<file path="src/rtl/sha_pad_pkg.sv">
// Shared types and helpers for the Merkle-Damgard message padder.
// Holds the FSM state encoding, the 0x80 marker word and the partial-word byte mask.
package sha_pad_pkg;

  typedef enum logic [2:0] {
    ST_IDLE,
    ST_MSG,
    ST_MARK,
    ST_ZERO,
    ST_LEN
  } state_t;

  localparam logic [31:0] PAD_MARK = 32'h8000_0000;

  // Keeps the k leading (big-endian) message bytes of a partial last word.
  function automatic logic [31:0] last_word_mask(input logic [1:0] k);
    logic [31:0] m;
    case (k)
      2'd1:    m = 32'hFF00_0000;
      2'd2:    m = 32'hFFFF_0000;
      2'd3:    m = 32'hFFFF_FF00;
      default: m = 32'hFFFF_FFFF;
    endcase
    return m;
  endfunction

endpackage

</file>
<file path="src/rtl/sha_pad_len_calc.sv">
// Padding arithmetic: pad bytes, input/output word counts and bit length from message size.
// Purely combinational; no handshake.
module sha_pad_len_calc #(
  parameter int BLOCK_BYTES = 64,
  parameter int LEN_BYTES   = 8
) (
  input  logic [31:0] i_message_size,
  output logic [31:0] o_pad_len,
  output logic [31:0] o_in_words,
  output logic [31:0] o_out_words,
  output logic [63:0] o_bit_len
);

  localparam logic [31:0] BB       = 32'(BLOCK_BYTES);
  localparam logic [31:0] BB2      = 32'(2 * BLOCK_BYTES);
  localparam logic [31:0] LIMIT    = 32'(BLOCK_BYTES - LEN_BYTES);
  localparam logic [31:0] BW       = 32'(BLOCK_BYTES / 4);
  localparam logic [31:0] BW2      = 32'(BLOCK_BYTES / 2);

  logic [31:0] w_rem;
  logic        w_fits;

  assign w_rem  = i_message_size % BB;
  assign w_fits = (w_rem < LIMIT);

  assign o_pad_len  = w_fits ? (BB - w_rem) : (BB2 - w_rem);
  assign o_in_words = {2'b00, i_message_size[31:2]} + {31'd0, |i_message_size[1:0]};
  // Total is size rounded down to a block boundary plus one or two whole blocks.
  assign o_out_words = {2'b00, i_message_size[31:2]} - {2'b00, w_rem[31:2]} + (w_fits ? BW : BW2);
  assign o_bit_len   = {29'd0, i_message_size, 3'd0};

endmodule

</file>
<file path="src/rtl/sha1_pad_stream.sv">
// Streaming SHA-1 style message padder: message words, 0x80 marker, zero fill, bit-length field.
// One registered output stage; generated words and input acceptance stall while the output is held.
module sha1_pad_stream #(
  parameter int BLOCK_BYTES = 64,
  parameter int LEN_BYTES   = 8
) (
  input  logic        clk,
  input  logic        rst_n,
  input  logic        start,
  input  logic [31:0] message_size,
  input  logic        in_valid,
  output logic        in_ready,
  input  logic [31:0] in_data,
  output logic        out_valid,
  input  logic        out_ready,
  output logic [31:0] out_data,
  output logic        out_block_last,
  output logic        out_msg_last,
  output logic [31:0] padding_length,
  output logic        busy
);
  import sha_pad_pkg::*;

  localparam logic [31:0] LW      = 32'(LEN_BYTES / 4);
  localparam logic [15:0] BLK_END = 16'(BLOCK_BYTES / 4 - 1);

  state_t      r_state;
  logic [31:0] r_pad_len, r_in_left, r_out_left, r_out_data;
  logic [63:0] r_bit_len;
  logic [1:0]  r_k;
  logic [15:0] r_blk_idx;
  logic        r_busy, r_out_valid, r_out_blast, r_out_mlast;

  logic [31:0] w_pad_len, w_in_words, w_out_words, w_out_left_nx, w_len_word, w_msg_word;
  logic [31:0] w_emit_data;
  logic [63:0] w_bit_len;
  logic        w_adv, w_in_fire, w_start_ok, w_last_in, w_emit;
  state_t      w_next_fill;

  sha_pad_len_calc #(
    .BLOCK_BYTES(BLOCK_BYTES),
    .LEN_BYTES  (LEN_BYTES)
  ) u_len_calc (
    .i_message_size(message_size),
    .o_pad_len     (w_pad_len),
    .o_in_words    (w_in_words),
    .o_out_words   (w_out_words),
    .o_bit_len     (w_bit_len)
  );

  assign w_adv         = !r_out_valid || out_ready;
  assign in_ready      = (r_state == ST_MSG) && w_adv;
  assign w_in_fire     = in_valid && in_ready;
  assign w_start_ok    = start && !r_busy && (r_state == ST_IDLE);
  assign w_out_left_nx = r_out_left - 32'd1;
  assign w_next_fill   = (w_out_left_nx > LW) ? ST_ZERO : ST_LEN;
  assign w_last_in     = (r_in_left == 32'd1);

  // Length words are emitted MSW first; remaining count doubles as the word index from the LSW.
  assign w_len_word = (w_out_left_nx == 32'd0) ? r_bit_len[31:0]  :
                      (w_out_left_nx == 32'd1) ? r_bit_len[63:32] : 32'd0;
  assign w_msg_word = (w_last_in && r_k != 2'd0) ?
                      ((in_data & last_word_mask(r_k)) | (PAD_MARK >> {r_k, 3'b000})) : in_data;

  always_comb begin
    w_emit      = 1'b0;
    w_emit_data = 32'd0;
    case (r_state)
      ST_MSG:  begin w_emit = w_in_fire; w_emit_data = w_msg_word; end
      ST_MARK: begin w_emit = w_adv;     w_emit_data = PAD_MARK;   end
      ST_ZERO: begin w_emit = w_adv;     w_emit_data = 32'd0;      end
      ST_LEN:  begin w_emit = w_adv;     w_emit_data = w_len_word; end
      default: ;
    endcase
  end

  always_ff @(posedge clk or negedge rst_n) begin
    if (!rst_n) begin
      r_state     <= ST_IDLE;
      r_pad_len   <= 32'd0;
      r_in_left   <= 32'd0;
      r_out_left  <= 32'd0;
      r_bit_len   <= 64'd0;
      r_k         <= 2'd0;
      r_blk_idx   <= 16'd0;
      r_busy      <= 1'b0;
      r_out_valid <= 1'b0;
      r_out_data  <= 32'd0;
      r_out_blast <= 1'b0;
      r_out_mlast <= 1'b0;
    end else begin
      if (w_emit) begin
        r_out_valid <= 1'b1;
        r_out_data  <= w_emit_data;
        r_out_blast <= (r_blk_idx == BLK_END);
        r_out_mlast <= (r_out_left == 32'd1);
        r_out_left  <= w_out_left_nx;
        r_blk_idx   <= (r_blk_idx == BLK_END) ? 16'd0 : r_blk_idx + 16'd1;
      end else if (r_out_valid && out_ready) begin
        r_out_valid <= 1'b0;
      end

      if (r_out_valid && out_ready && r_out_mlast) r_busy <= 1'b0;

      case (r_state)
        ST_IDLE: if (w_start_ok) begin
          r_pad_len  <= w_pad_len;
          r_in_left  <= w_in_words;
          r_out_left <= w_out_words;
          r_bit_len  <= w_bit_len;
          r_k        <= message_size[1:0];
          r_blk_idx  <= 16'd0;
          r_busy     <= 1'b1;
          r_state    <= (message_size == 32'd0) ? ST_MARK : ST_MSG;
        end
        ST_MSG: if (w_in_fire) begin
          r_in_left <= r_in_left - 32'd1;
          if (w_last_in) r_state <= (r_k == 2'd0) ? ST_MARK : w_next_fill;
        end
        ST_MARK: if (w_adv) r_state <= w_next_fill;
        ST_ZERO: if (w_adv) r_state <= w_next_fill;
        ST_LEN:  if (w_adv && r_out_left == 32'd1) r_state <= ST_IDLE;
        default: r_state <= ST_IDLE;
      endcase
    end
  end

  assign out_valid      = r_out_valid;
  assign out_data       = r_out_data;
  assign out_block_last = r_out_blast;
  assign out_msg_last   = r_out_mlast;
  assign padding_length = r_pad_len;
  assign busy           = r_busy;

endmodule

</file>
<file path="config.mk">
export PLATFORM = sky130hd
export DESIGN_NAME = sha1_pad_stream
export DESIGN_NICKNAME = d
export VERILOG_FILES = /design/src/rtl/sha_pad_pkg.sv /design/src/rtl/sha_pad_len_calc.sv /design/src/rtl/sha1_pad_stream.sv
export SDC_FILE = /design/constraint.sdc
export NUM_CORES = 1
export LEC_CHECK = 0
export ABC_AREA = 1
export CAP_MARGIN = 30
export CORE_MARGIN = 8
export CORE_UTILIZATION = 55
export CTS_CLUSTER_SIZE = 8
export DETAILED_ROUTE_END_ITERATION = 8
export DONT_BUFFER_PORTS = 1
export HOLD_SLACK_MARGIN = 0.1
export PLACE_DENSITY_LB_ADDON = 0.12
export SLEW_MARGIN = 25
export SYNTH_ARGS = -nofsm -noshare
export SYNTH_HDL_FRONTEND = slang
export SYNTH_SLANG_ARGS = --single-unit
</file>
<file path="constraint.sdc">
create_clock -name clk -period 4.6 [get_ports clk]
set_clock_uncertainty 0.1 [all_clocks]
set_input_delay 0.92 -clock clk [delete_from_list [all_inputs] [get_ports clk]]
set_output_delay 0.92 -clock clk [all_outputs]
set_load 0.02 [all_outputs]
</file>
# After elaboration in Yosys (flattened, before gate mapping)
# Cells that the tools add are included.
# totals
register_bits	185
in_bits	69
out_inout_bits	69
elab_cells	97
# classes
addsub	8
n_lt_le_gt_ge	2
n_eq_ne	16
n_shift	1
muxes	32
bitwise_logic	2
reduce_logical	24
# ops
operator	count
$mux 32	8
$eq 32x1->1 const B	3
$pmux 32 s3	1
$pmux 24 s3	1
$logic_not 32->1	2
$mux 16	4
$pmux 32 s2	1
$sub 32x1->32 const B	2
$add 32x32->32	1
$and 32x32->32	1
$gt 32x2->1 const B	1
$or 32x32->32	1
$shr 32x5->32 const A	1
$add 30x1->31	1
$sub 30x4->31	1
$mux 3	8
$add 16x1->16 const B	1
$eq 16x4->1 const B	1
$pmux 3 s4	1
$sub 8x6->9 const A	1
$logic_and 1x1->1	8
$ne 2x2->1 const B	4
$sub 7x6->8 const A	1
$eq 3x2->1 const B	2
other kinds (20)	29

# Longest topological paths before layout
# depth
word_depth	8
mapped_depth	18
mapped_depth_nobuf	17

# Hierarchy
# A second synthesis with hierarchy kept.
# hier_totals
hier_cells	2145
area_unflattened_um2	14521.4
# modules_own_cells
mod	instances	cells_per_inst	area_per_inst_um2	seq_area_each_um2
sha1_pad_stream	1	1758	12353.1	5430.2
sha_pad_len_calc	1	387	2168.3	0.0

# Worst setup path after synthesis
# OpenSTA, ideal clock, no wires.
# synth_timing
path_kind	in2reg
from	input message_size[4]
to	register r_out_left[26]
setup_ns	0.126
arrival_ns	2.986
t_required_ns	4.374
slack_ns	1.387
path_stages	18
n_path_buf	1
path_cell_list	buf_2 -> nand2_1 -> nor2_1 -> inv_1 -> ha_1 -> inv_1 -> fa_1 -> nor2_1 -> inv_1 -> nor2_1 -> inv_1 -> nor2_1 -> inv_1 -> nor2_1 -> nand2_1 -> xor2_1 -> nand2_1 -> o21ai_0
# synth_between
elab_chain_cells	5
elab_cells_between_ends	6
classes_between	add/sub: 2; order compare: 1; mux: 3
# synth_lines
item	line_no	text
from (decl)	sha1_pad_stream.sv:10	input logic [31:0] message_size,
branches (longest 2 deep; another with $sub 30x4->31)	n/a	
$add 32x32->32 *	sha_pad_len_calc.sv:29	assign o_out_words = {2'b00, i_message_size[31:2]} - {2'b00, w_rem[31:2]} + (w_fits ? BW : BW2);
$mux 32 *	sha1_pad_stream.sv:106	ST_IDLE: if (w_start_ok) begin
$mux 32 *	sha1_pad_stream.sv:105	case (r_state)
to (signal assigned)	sha1_pad_stream.sv:97	r_out_left <= w_out_left_nx;
to (signal assigned)	sha1_pad_stream.sv:109	r_out_left <= w_out_words;
to (decl)	sha1_pad_stream.sv:28	logic [31:0] r_pad_len, r_in_left, r_out_left, r_out_data;
# Every way passes the cells marked *.
# A chain may end at the register's enable or synchronous reset.

# Worst setup path after layout
# layout_timing
from	register r_state[1]
to	output in_ready
# layout_between
elab_chain_cells	2
# layout_lines
item	line_no	text
from (decl)	sha1_pad_stream.sv:27	state_t r_state;
from (signal assigned)	sha1_pad_stream.sv:114	r_state <= (message_size == 32'd0) ? ST_MARK : ST_MSG;
from (signal assigned)	sha1_pad_stream.sv:118	if (w_last_in) r_state <= (r_k == 2'd0) ? ST_MARK : w_next_fill;
from (signal assigned)	sha1_pad_stream.sv:120	ST_MARK: if (w_adv) r_state <= w_next_fill;
$eq 3x1->1	sha1_pad_stream.sv:52	assign in_ready = (r_state == ST_MSG) && w_adv;
$logic_and 1x1->1	sha1_pad_stream.sv:52	
to (decl)	sha1_pad_stream.sv:12	output logic in_ready,
# Every way passes these cells.

==> impl_summary.txt <==
----------------------------------------------------
[Outcome]
  Outcome ... finished clean

[Clock network]
  Post-CTS Resized ... 0
  Clock tree from TritonCTS ... built
  Worst skew pair latency ... 0.42 ns
  TritonCTS Sinks ... 158
  Setup Buffers After CTS ... 0
  CTS Root Buffer Type ... clkbuf_16
  Htree depth ... 4
  Number of buffers between clock root and the deepest sink ... 2
  Clock-pin slew on the worst setup and hold paths ... 0.07 ns
  TritonCTS buffer count ... 17

[Power]
  Power density cells ... 597 mW/mm^2
  Proportion of total power due to net switching ... 46.7%
  Internal portion of total power ... 3.60 mW
  Fraction of power consumed by the clock network ... 20.0%
  Sequential group share of total power ... 39.9%
  Sum of internal, switching and leakage power ... 6.76 mW
  Power spent charging and discharging nets ... 3.16 mW
  Peak supply drop ... 0.000263 V
  Logic pwr share ... 40.1%
  Leakage ... 5.04 nW

[Global route]
  Largest net degree at the start of global routing ... 159
  Global-route wire length before repair ... 51.5 mm
  Initial antenna violation count ... 0
  Gr ovfl total ... 0
  Vias in the first global route ... 9395
  Aggregate global-route resource usage ... 27.1%

[Critical path]
  Launch point of the worst reg-to-reg path ... r_state[1]$_DFFE_PN0P_
  Master of the slowest instance on the critical path ... nor2_4
  Cell Chain, Critical Path ... inv_1, nand2_1, nor2_4, inv_1, buf_4, nor2_1
  Critical setup path kind ... flop to primary output
  Maximum fanout along the worst path ... 39
  CP dominant cell by count ... inv_1
  Family of cells with the greatest summed delay on the critical path ... simple AND/OR/NAND/NOR gates
  Critical path buffers and inverters ... 3
  Critical Path Source ... r_state[1]$_DFFE_PN0P_
  Arrival time worst endpoint ... 2.44 ns
  Worst Path Required ... 3.58 ns
  CP Launch Type ... flop
  Critical path capture point type ... primary output
  Delay contributed by the slowest stage of the critical path ... 0.55 ns

[Yosys]
  Mux cell area share after synthesis ... 0%
  Synth unique cells ... 53
  Most used flip-flop cell after synthesis ... dfrtp_1
  Yosys Warn Count ... 0
  Post-synthesis cell area ... 0.0106 sq mm
  Number of synthesized register bits ... 158
  Share of synthesized cell area in and, or, nand and nor gates ... 32.1%
  EDFF count, synth ... 0
  Synthesized instance count ... 1540
  Compound-cell area share of the yosys netlist ... 15.1%
  Average footprint of a synthesized cell ... 6.89 sq um
  Main combinational cell family by area after synthesis ... simple AND/OR/NAND/NOR gates
  Async set or reset register ratio after synthesis ... 100%
  XOR/XNOR share of the synthesized area ... 3.29%
  Part of the Yosys area used for sequential elements ... 37.3%
  Post-synthesis share of cell area spent on full adders, half adders and majority gates ... 2.43%

[Layout]
  P&R area growth vs syn ... 6.82%
  Total inserted antenna cells ... 0
  Final Instance Count excl. Fillers ... 1794
  Proportion of layout cells with a drive suffix above 1 ... 5.95%
  Filler instances ... 1873
  Final Instance Area ... 0.0113 sq mm
  Number of nets in the layout ... 1605

[Routing]
  Final wirelength ... 32.7 mm
  Average wire length per cell after detail routing ... 18.2 um
  Drt via density ... 5.68
  Final ANT Viol Nets ... 0
  DRT Pass-1 Iters ... 6
  Count of routing violations after the opening detailed-route iteration ... 826
  DR vias ... 10200
  Residual DRC count ... 0

[Place]
  Port buffer count ... 0
  DP Cell Count ... 1759
  Cell area reported after detailed placement ... 0.0107 sq mm
  Half-perimeter wire length of the detailed placement result ... 24.4 mm
  GP Congestion ... 1.02

[Timing]
  Timing-limited maximum frequency ... 0.289 GHz
  Final clock period utilization by the worst path ... 75.2%
  RSZ-0062 raised after global routing ... no
  Worst slew slack as a fraction of its limit ... 53.8%
  Setup Viol. Count Final ... 0
  Final critical delay including setup and external delays ... 3.46 ns
  Sum of negative setup slack ... 0 ns
  Hold Fails Final Rpt ... 0
  Transition time of the tightest slew-check pin ... 0.692 ns
  Fin. max-slew vios ... 0

[Die]
  Core outline area ... 0.0192 sq mm
  Width of the die ... 155 um
  I/O pin cnt ... 138
  FP Rows ... 51
  Area of the die ... 0.0240 sq mm
  Initial core utilization ... 55.2%
  Height of the die ... 155 um

[Flow run]
  Max-cap viol count ... 0

[Hold path]
  Path class of the lowest-slack min-delay path ... input pin to asynchronous set/reset pin

----------------------------------------------------
[through the flow]
step	util, %	hold WS, ns	setup slack [ns]
final	59.0	0.267	1.14
after global routing	59.0	0.273	0.985
after CTS	58.6	0.0769	1.17
after detailed placement	55.7	0.360	1.08
after global placement	55.7	0.356	1.14
after floorplan	-	0.342	1.39
[worst reg2reg max path, cell delays in order, from the launching register on]
cell	delay [ns]
dfrtp_1	0.41
inv_1	0.10
nand2_1	0.12
nor2_4	0.55
nand3_1	0.23
nand2_2	0.38
nand2_1	0.13
nor2_1	0.20
nand3_1	0.12
nor2_1	0.17
nand2_1	0.07
nor2_1	0.22
nand2_1	0.11
o21ai_1	0.14
and3_1	0.15
[sequential cells by signal, summed over array words and instances (netlist names)]
register / count
padding_length: 7
r_out_left: 32
out_msg_last: 1
r_k: 1
out_data: 32
r_in_left: 32
out_block_last: 1
busy: 1
r_bit_len: 31
r_blk_idx: 16
out_valid: 1
r_state: 3
[synthesized netlist by cell type (all sizes together), types with 2 or more instances]
cell | count | share of area (%)
dfrtp | 158 | 37
xor2 | 33 | 2.8
a211oi | 7 | 0.50
o31ai | 2 | 0.14
o211ai | 10 | 0.71
nor2 | 194 | 7.7
inv | 161 | 5.7
o221ai | 2 | 0.17
nand3 | 89 | 4.3
a22o | 3 | 0.25
ha | 19 | 2.2
or2 | 3 | 0.18
nand3b | 2 | 0.14
xnor2 | 6 | 0.50
nand2 | 412 | 15
nand4 | 29 | 1.7
a22oi | 3 | 0.21
clkbuf | 44 | 1.6
o21ai | 160 | 7.9
o22ai | 6 | 0.35
nor3 | 50 | 2.5
a31oi | 18 | 1.1
a21oi | 68 | 3.2
buf | 35 | 2.4
nor4 | 13 | 0.77
[cell usage in the layout (no fill, tap or decap), types with 5 or more instances in the layout]
cell,n
o21ai_2,10
o211ai_1,10
o21ai_0,147
dfrtp_1,158
a211oi_1,7
nor2_4,8
xor2_1,32
nand2_1,407
buf_4,10
xnor2_1,6
inv_2,5
nor2_1,177
nand4_1,29
nor3_1,47
ha_1,19
inv_1,156
nand3_1,87
a21oi_1,68
nor2_2,8
a31oi_1,18
clkbuf_16,17
o22ai_1,6
nor4_1,13
conb_1,24
[power groups by stage]
stage	sequential [mW]	clock, mW	combinational, mW
after floorplan	2.52	0	2.13
after detailed placement	2.71	0	2.65
after CTS	2.69	1.37	2.66
after global routing	2.77	1.44	3.10
after global placement	2.70	0	2.59
final	2.70	1.35	2.71
[cell families (layout without fill, tap and decap cells)]
group,count (synthesis),after routing
xor+xnor,39,39
fa+ha+maj,20,20
flops,158,158
buf+inv,241,207
other cells,1,24
compound gates,287,287
simple gates,794,794
[per-layer routing]
layer	share of wire [%]	up-vias	global-route usage (%)
li1	-	4961	-
met1	45	4798	38.2
met2	44	396	40.6
met3	8.9	34	6.69
met4	1.9	0	7.89
met5	0	-	0
[final cells by class]
class                   count  area, sq um  area share [%]
clock inverters            14          130            1.15
multi-input cells        1164         5730            50.6
flip-flops and latches    158         3950            34.9
well taps                 265          332            2.93
clock buffers              18          429            3.79
inverters                 162          608            5.37
repair buffers             13          150            1.32
[path summary, 6_finish.rpt]
kind / cells after the start / to / slack (ns)
max: 6 / in_ready / 1.14
min: 1 / out_data[13]$_DFFE_PN0P_ / 0.27
max reg2reg: 14 / r_blk_idx[13]$_DFF_PN0_ / 1.35
min reg2reg: 2 / r_bit_len[34]$_DFFE_PN0P_ / 0.37
max in group asynchronous: 1 / out_data[24]$_DFFE_PN0P_ / 3.65
min in group clk: 2 / r_bit_len[34]$_DFFE_PN0P_ / 0.37
(Power assumes the default switching activity.)
